File: src/rtl/csr_resp_pkg.sv
// Shared types and address defaults for the CSR access responder.
package csr_resp_pkg;

    localparam int unsigned CSR_ADDR_W = 12;
    localparam int unsigned CSR_DATA_W = 32;
    localparam int unsigned PRIV_W     = 2;

    localparam logic [CSR_ADDR_W-1:0] DEF_BASE_ADDR = 12'h064;
    localparam logic [CSR_ADDR_W-1:0] DEF_VCNT_ADDR = 12'hF64;

    typedef enum logic [1:0] {
        PRIV_U = 2'b00,
        PRIV_S = 2'b01,
        PRIV_M = 2'b11
    } priv_lvl_e;

    typedef enum logic [1:0] {
        CAUSE_NONE     = 2'b00,
        CAUSE_PRIV     = 2'b01,
        CAUSE_RO_WRITE = 2'b10,
        CAUSE_UNMAPPED = 2'b11
    } csr_cause_e;

    typedef enum logic [1:0] {
        ST_IDLE  = 2'b00,
        ST_CHECK = 2'b01,
        ST_RESP  = 2'b10
    } state_e;

    // Request fields captured on the accept edge
    typedef struct packed {
        logic                  we;
        logic                  read;
        logic [CSR_ADDR_W-1:0] addr;
        logic [CSR_DATA_W-1:0] wdata;
        logic [PRIV_W-1:0]     priv;
    } csr_req_t;

endpackage

File: src/rtl/csr_priv_checker.sv
// Combinational CSR access rule; also used by the core-side check.
module csr_priv_checker
    import csr_resp_pkg::*;
(
    input  logic [CSR_ADDR_W-1:0] addr_i,
    input  logic                  we_i,
    input  logic [PRIV_W-1:0]     priv_i,
    input  logic                  is_bank_i,
    input  logic                  is_vcnt_i,
    output logic                  exception_o,
    output csr_cause_e            cause_o
);

    logic              mapped;
    logic [PRIV_W-1:0] req_priv;

    // First matching fault wins: unmapped, then privilege, then read-only write
    always_comb begin
        mapped      = is_bank_i | is_vcnt_i;
        req_priv    = mapped ? PRIV_W'(PRIV_M) : addr_i[9:8];
        exception_o = 1'b0;
        cause_o     = CAUSE_NONE;
        if (!mapped) begin
            exception_o = 1'b1;
            cause_o     = CAUSE_UNMAPPED;
        end else if (priv_i < req_priv) begin
            exception_o = 1'b1;
            cause_o     = CAUSE_PRIV;
        end else if (we_i && (addr_i[11:10] == 2'b11)) begin
            exception_o = 1'b1;
            cause_o     = CAUSE_RO_WRITE;
        end
    end

endmodule

File: src/rtl/csr_access_responder.sv
// Protected CSR bank plus saturating violation counter behind a req/rsp handshake.
module csr_access_responder
    import csr_resp_pkg::*;
#(
    parameter int unsigned           NUM_REGS  = 4,
    parameter logic [CSR_ADDR_W-1:0] BASE_ADDR = DEF_BASE_ADDR,
    parameter logic [CSR_ADDR_W-1:0] VCNT_ADDR = DEF_VCNT_ADDR,
    parameter int unsigned           CNT_W     = 8
) (
    input  logic                  clk_i,
    input  logic                  rst_i,
    input  logic                  req_valid_i,
    output logic                  req_ready_o,
    input  logic                  req_we_i,
    input  logic                  req_read_i,
    input  logic [CSR_ADDR_W-1:0] req_addr_i,
    input  logic [CSR_DATA_W-1:0] req_wdata_i,
    input  logic [PRIV_W-1:0]     priv_lvl_i,
    output logic                  rsp_valid_o,
    input  logic                  rsp_ready_i,
    output logic [CSR_DATA_W-1:0] rsp_rdata_o,
    output logic                  rsp_exception_o,
    output logic [1:0]            rsp_cause_o
);

    localparam int unsigned IDX_W = (NUM_REGS > 1) ? $clog2(NUM_REGS) : 1;

    state_e                state_q, state_d;
    csr_req_t              req_q, req_d;
    logic [CSR_DATA_W-1:0] bank_q [NUM_REGS];
    logic [CNT_W-1:0]      cnt_q, cnt_d;
    logic                  req_ready_q, req_ready_d;
    logic                  rsp_valid_q, rsp_valid_d;
    logic [CSR_DATA_W-1:0] rsp_rdata_q, rsp_rdata_d;
    logic                  rsp_exc_q, rsp_exc_d;
    csr_cause_e            rsp_cause_q, rsp_cause_d;

    logic [CSR_ADDR_W-1:0] offs;
    logic [IDX_W-1:0]      bank_idx;
    logic                  is_bank;
    logic                  is_vcnt;
    logic                  chk_exc;
    csr_cause_e            chk_cause;
    logic                  bank_we;
    logic [CSR_DATA_W-1:0] bank_rdata;

    // Address decode of the latched request; offset wraps at 12 bits
    always_comb begin
        offs       = req_q.addr - BASE_ADDR;
        is_bank    = (offs < CSR_ADDR_W'(NUM_REGS));
        is_vcnt    = (req_q.addr == VCNT_ADDR);
        bank_idx   = offs[IDX_W-1:0];
        bank_rdata = bank_q[bank_idx];
    end

    csr_priv_checker u_priv_checker (
        .addr_i      (req_q.addr),
        .we_i        (req_q.we),
        .priv_i      (req_q.priv),
        .is_bank_i   (is_bank),
        .is_vcnt_i   (is_vcnt),
        .exception_o (chk_exc),
        .cause_o     (chk_cause)
    );

    // FSM state register
    always_ff @(posedge clk_i or posedge rst_i) begin
        if (rst_i) begin
            state_q <= ST_IDLE;
        end else begin
            state_q <= state_d;
        end
    end

    // FSM next-state: accept, check, hold response until consumed
    always_comb begin
        state_d = state_q;
        case (state_q)
            ST_IDLE:  if (req_valid_i && req_ready_q) state_d = ST_CHECK;
            ST_CHECK: state_d = ST_RESP;
            ST_RESP:  if (rsp_ready_i) state_d = ST_IDLE;
            default:  state_d = ST_IDLE;
        endcase
    end

    // FSM outputs: request latch, access evaluation, counter and response loading
    always_comb begin
        req_d       = req_q;
        cnt_d       = cnt_q;
        bank_we     = 1'b0;
        rsp_rdata_d = rsp_rdata_q;
        rsp_exc_d   = rsp_exc_q;
        rsp_cause_d = rsp_cause_q;
        req_ready_d = (state_d == ST_IDLE);
        rsp_valid_d = (state_d == ST_RESP);
        case (state_q)
            ST_IDLE: begin
                if (req_valid_i && req_ready_q) begin
                    req_d.we    = req_we_i;
                    req_d.read  = req_read_i;
                    req_d.addr  = req_addr_i;
                    req_d.wdata = req_wdata_i;
                    req_d.priv  = priv_lvl_i;
                end
            end
            ST_CHECK: begin
                rsp_rdata_d = '0;
                rsp_exc_d   = 1'b0;
                rsp_cause_d = CAUSE_NONE;
                // A request with neither we nor read is a no-op with no fault
                if (req_q.we || req_q.read) begin
                    if (chk_exc) begin
                        rsp_exc_d   = 1'b1;
                        rsp_cause_d = chk_cause;
                        if (cnt_q != {CNT_W{1'b1}}) cnt_d = cnt_q + CNT_W'(1);
                    end else begin
                        if (req_q.read) begin
                            rsp_rdata_d = is_bank ? bank_rdata : CSR_DATA_W'(cnt_q);
                        end
                        bank_we = req_q.we & is_bank;
                    end
                end
            end
            default: ;
        endcase
    end

    // Request latch, counter and response registers
    always_ff @(posedge clk_i or posedge rst_i) begin
        if (rst_i) begin
            req_q       <= '0;
            cnt_q       <= '0;
            req_ready_q <= 1'b0;
            rsp_valid_q <= 1'b0;
            rsp_rdata_q <= '0;
            rsp_exc_q   <= 1'b0;
            rsp_cause_q <= CAUSE_NONE;
        end else begin
            req_q       <= req_d;
            cnt_q       <= cnt_d;
            req_ready_q <= req_ready_d;
            rsp_valid_q <= rsp_valid_d;
            rsp_rdata_q <= rsp_rdata_d;
            rsp_exc_q   <= rsp_exc_d;
            rsp_cause_q <= rsp_cause_d;
        end
    end

    // Register bank, written only from CHECK
    always_ff @(posedge clk_i or posedge rst_i) begin
        if (rst_i) begin
            for (int i = 0; i < int'(NUM_REGS); i++) bank_q[i] <= '0;
        end else if (bank_we) begin
            bank_q[bank_idx] <= req_q.wdata;
        end
    end

    assign req_ready_o     = req_ready_q;
    assign rsp_valid_o     = rsp_valid_q;
    assign rsp_rdata_o     = rsp_rdata_q;
    assign rsp_exception_o = rsp_exc_q;
    assign rsp_cause_o     = rsp_cause_q;

endmodule

File: config.mk
export PLATFORM = sky130hd
export DESIGN_NAME = csr_access_responder
export DESIGN_NICKNAME = d
export VERILOG_FILES = /design/src/rtl/csr_resp_pkg.sv /design/src/rtl/csr_priv_checker.sv /design/src/rtl/csr_access_responder.sv
export SDC_FILE = /design/constraint.sdc
export NUM_CORES = 1
export LEC_CHECK = 0
export BUFFER_PORTS_ARGS = -buffer_cell sky130_fd_sc_hd__clkbuf_2
export CORE_UTILIZATION = 64
export CTS_CLUSTER_SIZE = 12
export DETAILED_ROUTE_END_ITERATION = 10
export GPL_ROUTABILITY_DRIVEN = 1
export PLACE_DENSITY = 0.91
export SLEW_MARGIN = 30
export SYNTH_ARGS = -nofsm -noshare
export SYNTH_HDL_FRONTEND = slang
export SYNTH_SLANG_ARGS = --single-unit
File: constraint.sdc
create_clock -name clk_i -period 14.2 [get_ports clk_i]
set_clock_uncertainty 0.05 [all_clocks]
set_input_delay 2.84 -clock clk_i [delete_from_list [all_inputs] [get_ports clk_i]]
set_output_delay 2.84 -clock clk_i [all_outputs]
set_load 0.005 [all_outputs]
## Word level (Yosys, flattened, before mapping)

Index checks and enable logic that the tools add are counted.
W data, S select, Z words.

- Register bits: 223
- Latch bits: 0
- RAM bits: 0
- Bits in read-only memories: 0
- Input bits: 52
- Output and inout bits: 37
- Memories: 0

- Add/subtract/negate cells: 2
- $mul: 0
- Div/mod/pow operators: 0
- Order comparisons: 4
- Eq/ne operators: 6
- Shift operators: 0
- Muxes and demuxes: 27
- Bitwise gates (word level): 3
- Reductions and logical operators: 8

Operators by type and width:

| operator | number |
|---|---|
| $mux W32 | 7 |
| $bwmux W128 | 1 |
| $bmux W32 S2 | 1 |
| $demux W32 S2 | 1 |
| $mux W2 | 8 |
| $eq A12 B12 Y1 const B | 1 |
| $lt A12 B3 Y1 const B | 1 |
| $sub A12 B7 Y12 const B | 1 |
| $add A8 B1 Y8 const B | 1 |
| $mux W1 | 8 |
| $ne A8 B8 Y1 const B | 1 |
| $eq A2 B2 Y1 const B | 3 |
| $pmux W2 S3 | 1 |
| $logic_not A2 Y1 | 2 |
| $reduce_and A4 Y1 | 1 |
| $ge A3 B3 Y1 const B | 1 |
| $logic_and A1 B1 Y1 | 3 |
| $lt A3 B1 Y1 const B | 1 |
| $not A2 Y3 | 1 |
| $eq A2 B1 Y1 const B | 1 |
| $lt A2 B2 Y1 | 1 |
| $reduce_and A2 Y1 | 1 |
| $and A1 B1 Y1 | 1 |
| $logic_or A1 B1 Y1 | 1 |
| $or A1 B1 Y1 | 1 |

## Logic depth before layout (Yosys ltp)

- Depth after elaboration: 10
- Depth in mapped cells: 12

## Cells and area by module

Synthesis repeated with hierarchy kept, for this count alone.

- Cell total of the unflattened synthesis: 581
- Area, all modules: 9444.1 um2

Modules (own cells, without submodules):

| module | instances | cells an instance | area each (um2) |
|---|---|---|---|
| csr_access_responder | 1 | 573 | 9376.5 |
| csr_priv_checker | 1 | 8 | 67.6 |

## Worst setup path before layout

Ideal clock, no wire load.

- Path type: input to register
- From: input port req_valid_i
- To: register req_q[10] (netlist bit)
- Data arrival time: 4050 ps
- Required time: 14025 ps
- Slack: 9975 ps
- Stages: 4
- Buffers on the path: 1
- Cell sequence: nand2_1 -> nor3_1 -> clkbuf_1 -> mux2_2

- Cells in the longest elaborated chain, start to end: 2

Ends and longest elaborated chain:

| element | RTL line | RTL |
|---|---|---|
| start, declared | csr_access_responder.sv:12 | `input logic req_valid_i,` |
| $logic_and A1 B1 Y1 | csr_access_responder.sv:98 | `if (req_valid_i && req_ready_q) begin` |
| $reduce_and A2 Y1 (no line) | -- |  |
| end signal, assigned | csr_access_responder.sv:139 | `req_q <= req_d;` |
| end, declared | csr_access_responder.sv:29 | `csr_req_t req_q, req_d;` |

Every way passes these cells.
A chain may end at the register's enable or synchronous reset.

## Worst setup path after layout

- From: register req_q[35] (netlist bit)
- To: register bank_q[108] (netlist bit)

- Cells in the longest elaborated chain, start to end: 10
- Elaborated cells on any way between the ends: 19
- Those cells by class: add/sub (1); order compare (4); eq/ne (1); mux (9); bitwise (3); reduce/logical (1)

Ends and longest elaborated chain:

| element | RTL line | RTL |
|---|---|---|
| $sub A12 B7 Y12 | csr_access_responder.sv:49 | `offs = req_q.addr - BASE_ADDR;` |
| $lt A12 B3 Y1 | csr_access_responder.sv:50 | `is_bank = (offs < CSR_ADDR_W'(NUM_REGS));` |
| $or A1 B1 Y1 | csr_priv_checker.sv:19 | `mapped = is_bank_i \| is_vcnt_i;` |
| $mux W2 | csr_priv_checker.sv:20 | `req_priv = mapped ? PRIV_W'(PRIV_M) : addr_i[9:8];` |
| $lt A2 B2 Y1 | csr_priv_checker.sv:26 | `end else if (priv_i < req_priv) begin` |
| $mux W1 | csr_priv_checker.sv:26 |  |
| $mux W1 | csr_priv_checker.sv:23 | `if (!mapped) begin` |
| $mux W1 | csr_access_responder.sv:112 | `if (chk_exc) begin` |
| $mux W1 | csr_access_responder.sv:111 | `if (req_q.we \|\| req_q.read) begin` |
| $mux W1 | csr_access_responder.sv:96 | `case (state_q)` |
| end signal, assigned by index | csr_access_responder.sv:154 | `bank_q[bank_idx] <= req_q.wdata;` |
| end, declared | csr_access_responder.sv:30 | `logic [CSR_DATA_W-1:0] bank_q [NUM_REGS];` |

Several ways; a longest one is shown, not always the timed one.

==> flow_metrics.py <==
metrics = {
    "run_status": {
        "status": "finished, violations left",
        "violations": "design-rule violations",
    },
    "global_route": {
        "grt-ovfl-total": 0,
        "gr-usage-all-layers_pct": 26.27,
        "grt_pass1_vias": 5976,
        "antenna_found_initial": 0,
        "grt_max_degree": 141,
        "grt_pass1_wl_mm": 32.08,
    },
    "placed_design": {
        "io_buffers": 88,
        "place.gp.congestion": 0.8698,
        "dpl.hpwl_mm": 11.53,
        "placed_area_mm2": 0.01026,
    },
    "clock_tree": {
        "numCtsBuffers": 23,
        "cts_hold_buffers": 0,
        "post-cts-setup-buffers": 0,
        "clk_latency_ns": 0.51,
        "path_clk_slew_ns": 0.06,
        "cts_tree": "yes",
        "htree_levels": 1,
        "clockRootBuffer": "clkbuf_16",
        "max-clock-path-buffers": 3,
        "ctsResizeCount": 0,
        "clock_sinks": 223,
    },
    "sta": {
        "tns_ns": 0,
        "clock.fmax_mhz": 236.0,
        "fin_crit_ns": 4.237,
        "relSlewSlack_pct": 33.04,
        "hold-worst-slack_ns": 0.4262,
        "final-max-slew-violation-count": 0,
        "setup_viol": 0,
        "hold_viol": 0,
        "rsz0062_at_grt": "no",
        "finalCritPeriodShare_pct": 29.84,
        "tightestPinTransition_ns": 1.004,
    },
    "finish": {
        "final_common_cell": "dfrtp_1",
        "final_cell_mix": "dfrtp_1, mux2_2, clkbuf_2, mux2_4, nand2_1",
        "multi_input_area_mm2": 0.003789,
        "final-seq-area_mm2": 0.005583,
        "area_growth_pct": 13.20,
        "num-fill-cells": 859,
        "antennaDiodeCount": 0,
        "drive_above_1_share_pct": 49.72,
        "final_area_mm2": 0.01098,
        "fin_nets": 768,
    },
    "power_and_ir_drop": {
        "pwr_density_cell_mw_per_mm2": 155.7,
        "power_mw": 1.710,
        "power.leakage_nw": 5.460,
        "irDropWorstVdd_mv": 0.1481,
    },
    "floorplanning": {
        "start_util_pct": 66.23,
        "ios": 89,
        "coreArea_mm2": 0.01464,
        "die_h_um": 125.1,
        "rows": 44,
        "die_w_um": 125.1,
        "die_area_mm2": 0.01565,
    },
    "routing": {
        "drc": 14,
        "top_layer_used": "met4",
        "drt-initial-drc-count": 377,
        "vias_per_cell": 6.129,
        "vias": 5565,
        "wl_per_cell_um": 21.45,
        "wl_mm": 19.48,
        "dr_wl_met2_mm": 9.743,
        "wl_met3_mm": 1.023,
        "detail-route-antenna-nets": 0,
        "met1_length_mm": 8.059,
        "firstDrtPassIters": 9,
    },
    "worst_setup_path": {
        "max_stage_delay_ns": 0.77,
        "startpoint_type": "flop",
        "crit_chain": "nor4_1 > o21a_1 > nor2_1 > ha_1 > a21oi_1 > a311oi_1 > nand2_2 > or4_2 > buf_4 > mux2_4",
        "slowest_stage": "dfrtp_2",
        "cp.arrival_ns": 4.57,
        "required_ns": 14.53,
        "worstSetupEndpointType": "flop",
        "path_class": "flop to flop",
        "worstPathMaxFanout": 38,
    },
    "yosys": {
        "synth.mux.area_fraction_pct": 31.12,
        "synth_top_family_by_area": "multiplexers",
        "netlist_instances": 625,
        "synthXorXnorAreaFrac_pct": 0.5419,
        "seq_area_frac_synth_pct": 57.54,
        "synth.distinct_cells": 41,
        "synth_edf_count": 0,
        "ys_ff_latch": 223,
        "async_reset_ff_share_pct": 100.0,
        "synth_area_mm2": 0.009698,
        "synth.avg_cell_area_um2": 15.52,
        "yosys_warnings": 0,
        "synth_simple_gate_area_share_pct": 4.103,
        "synth-main-ff-cell": "dfrtp_1",
        "synth-adder-area-share_pct": 0.2580,
        "synth_compound_area_share_pct": 2.800,
        "syn_nets": 679,
    },
    "run": {
        "cap_viol_max_count": 0,
    },
    "hold_path": {
        "hp-class": "flop to flop",
    },
}
==> cells in the mapped netlist (4+ instances only) <==
library cell | n | area share [%]
inv_1 | 28 | 1.1
nand2_1 | 37 | 1.4
mux2_4 | 60 | 9.3
xnor2_1 | 5 | 0.45
o21ai_0 | 29 | 1.5
buf_2 | 6 | 0.31
mux4_2 | 32 | 7.4
mux2_2 | 124 | 14
nor2_1 | 6 | 0.23
a22o_1 | 10 | 0.90
buf_12 | 6 | 1.2
dfrtp_1 | 223 | 58
clkbuf_1 | 17 | 0.66
nand3_1 | 4 | 0.21
==> power breakdown <==
group	internal (mW)	switching (mW)	leakage, nW
registers	0.722	0.125	2.99
logic	0.157	0.142	2.13
clock network	0.330	0.233	0.343
total	1.21	0.500	5.46
==> metrics by stage <==
stage               setup WS (ns)  util (%)  std cells
floorplan                   5.204         -        625
global placement            9.526     69.63        870
detailed placement          9.428     70.05        872
CTS                         9.952     74.80        907
global route                9.829     74.97        908
finish                      9.963     74.97        908
==> critical path, delay by kind of cell (launching register included) <==
family / cells / cell delay, ns
AO/OA/AOI/OAI: 3 / 0.98
adder cells (fa/ha/maj): 1 / 0.31
buffers and inverters: 1 / 0.37
flip-flops: 1 / 0.77
multiplexers: 1 / 0.39
AND/OR/NAND/NOR: 4 / 1.20
==> state kept, by name (all words and copies together), names as in the netlist <==
signal           cells
req_ready_o          1
rsp_exception_o      1
rsp_cause_o          2
state_q              2
rsp_rdata_o         32
cnt_q                8
bank_q             128
rsp_valid_o          1
req_q               48
==> final cells by class <==
type | instances | share of cell area [%]
Clock inverter | 1 | 0.07978
Inverter | 29 | 1.106
Clock buffer | 34 | 6.257
Timing Repair Buffer | 97 | 5.095
Tap cell | 184 | 2.097
Multi-Input combinational cell | 340 | 34.51
Sequential cell | 223 | 50.85
==> worst paths after layout <==
| check | start | to | slack [ns] | depth (start not counted) |
|---|---|---|---|---|
| max | req_q[35]$_DFFE_PP0P_ | bank_q[108]$_DFFE_PP0P_ | 9.96 | 10 |
| min | rsp_cause_o[0]$_DFFE_PP0N_ | rsp_cause_o[0]$_DFFE_PP0N_ | 0.43 | 2 |
| max reg2reg | req_q[35]$_DFFE_PP0P_ | bank_q[108]$_DFFE_PP0P_ | 9.96 | 10 |
| min reg2reg | rsp_cause_o[0]$_DFFE_PP0N_ | rsp_cause_o[0]$_DFFE_PP0N_ | 0.43 | 2 |
| max in group asynchronous | rst_i | bank_q[54]$_DFFE_PP0P_ | 10.46 | 3 |
| min in group asynchronous | rst_i | req_q[16]$_DFFE_PP0P_ | 2.37 | 2 |
==> cells by family (layout without fill, tap and decap cells) <==
logic type      count (synthesis)  in the layout
flops                         223            223
mux                           216            216
simple gates                   71             71
buf+inv                        62            161
compound gates                 45             45
xor+xnor                        6              6
fa+ha+maj                       2              2
==> per-layer routing <==
| metal | GRT usage [%] | vias to the layer above |
|---|---|---|
| met5 | 0 | - |
| met4 | 9.397 | 0 |
| met3 | 4.450 | 52 |
| met2 | 44.43 | 172 |
| met1 | 34.69 | 2914 |
| li1 | - | 2427 |
(Power assumes the default switching activity.)
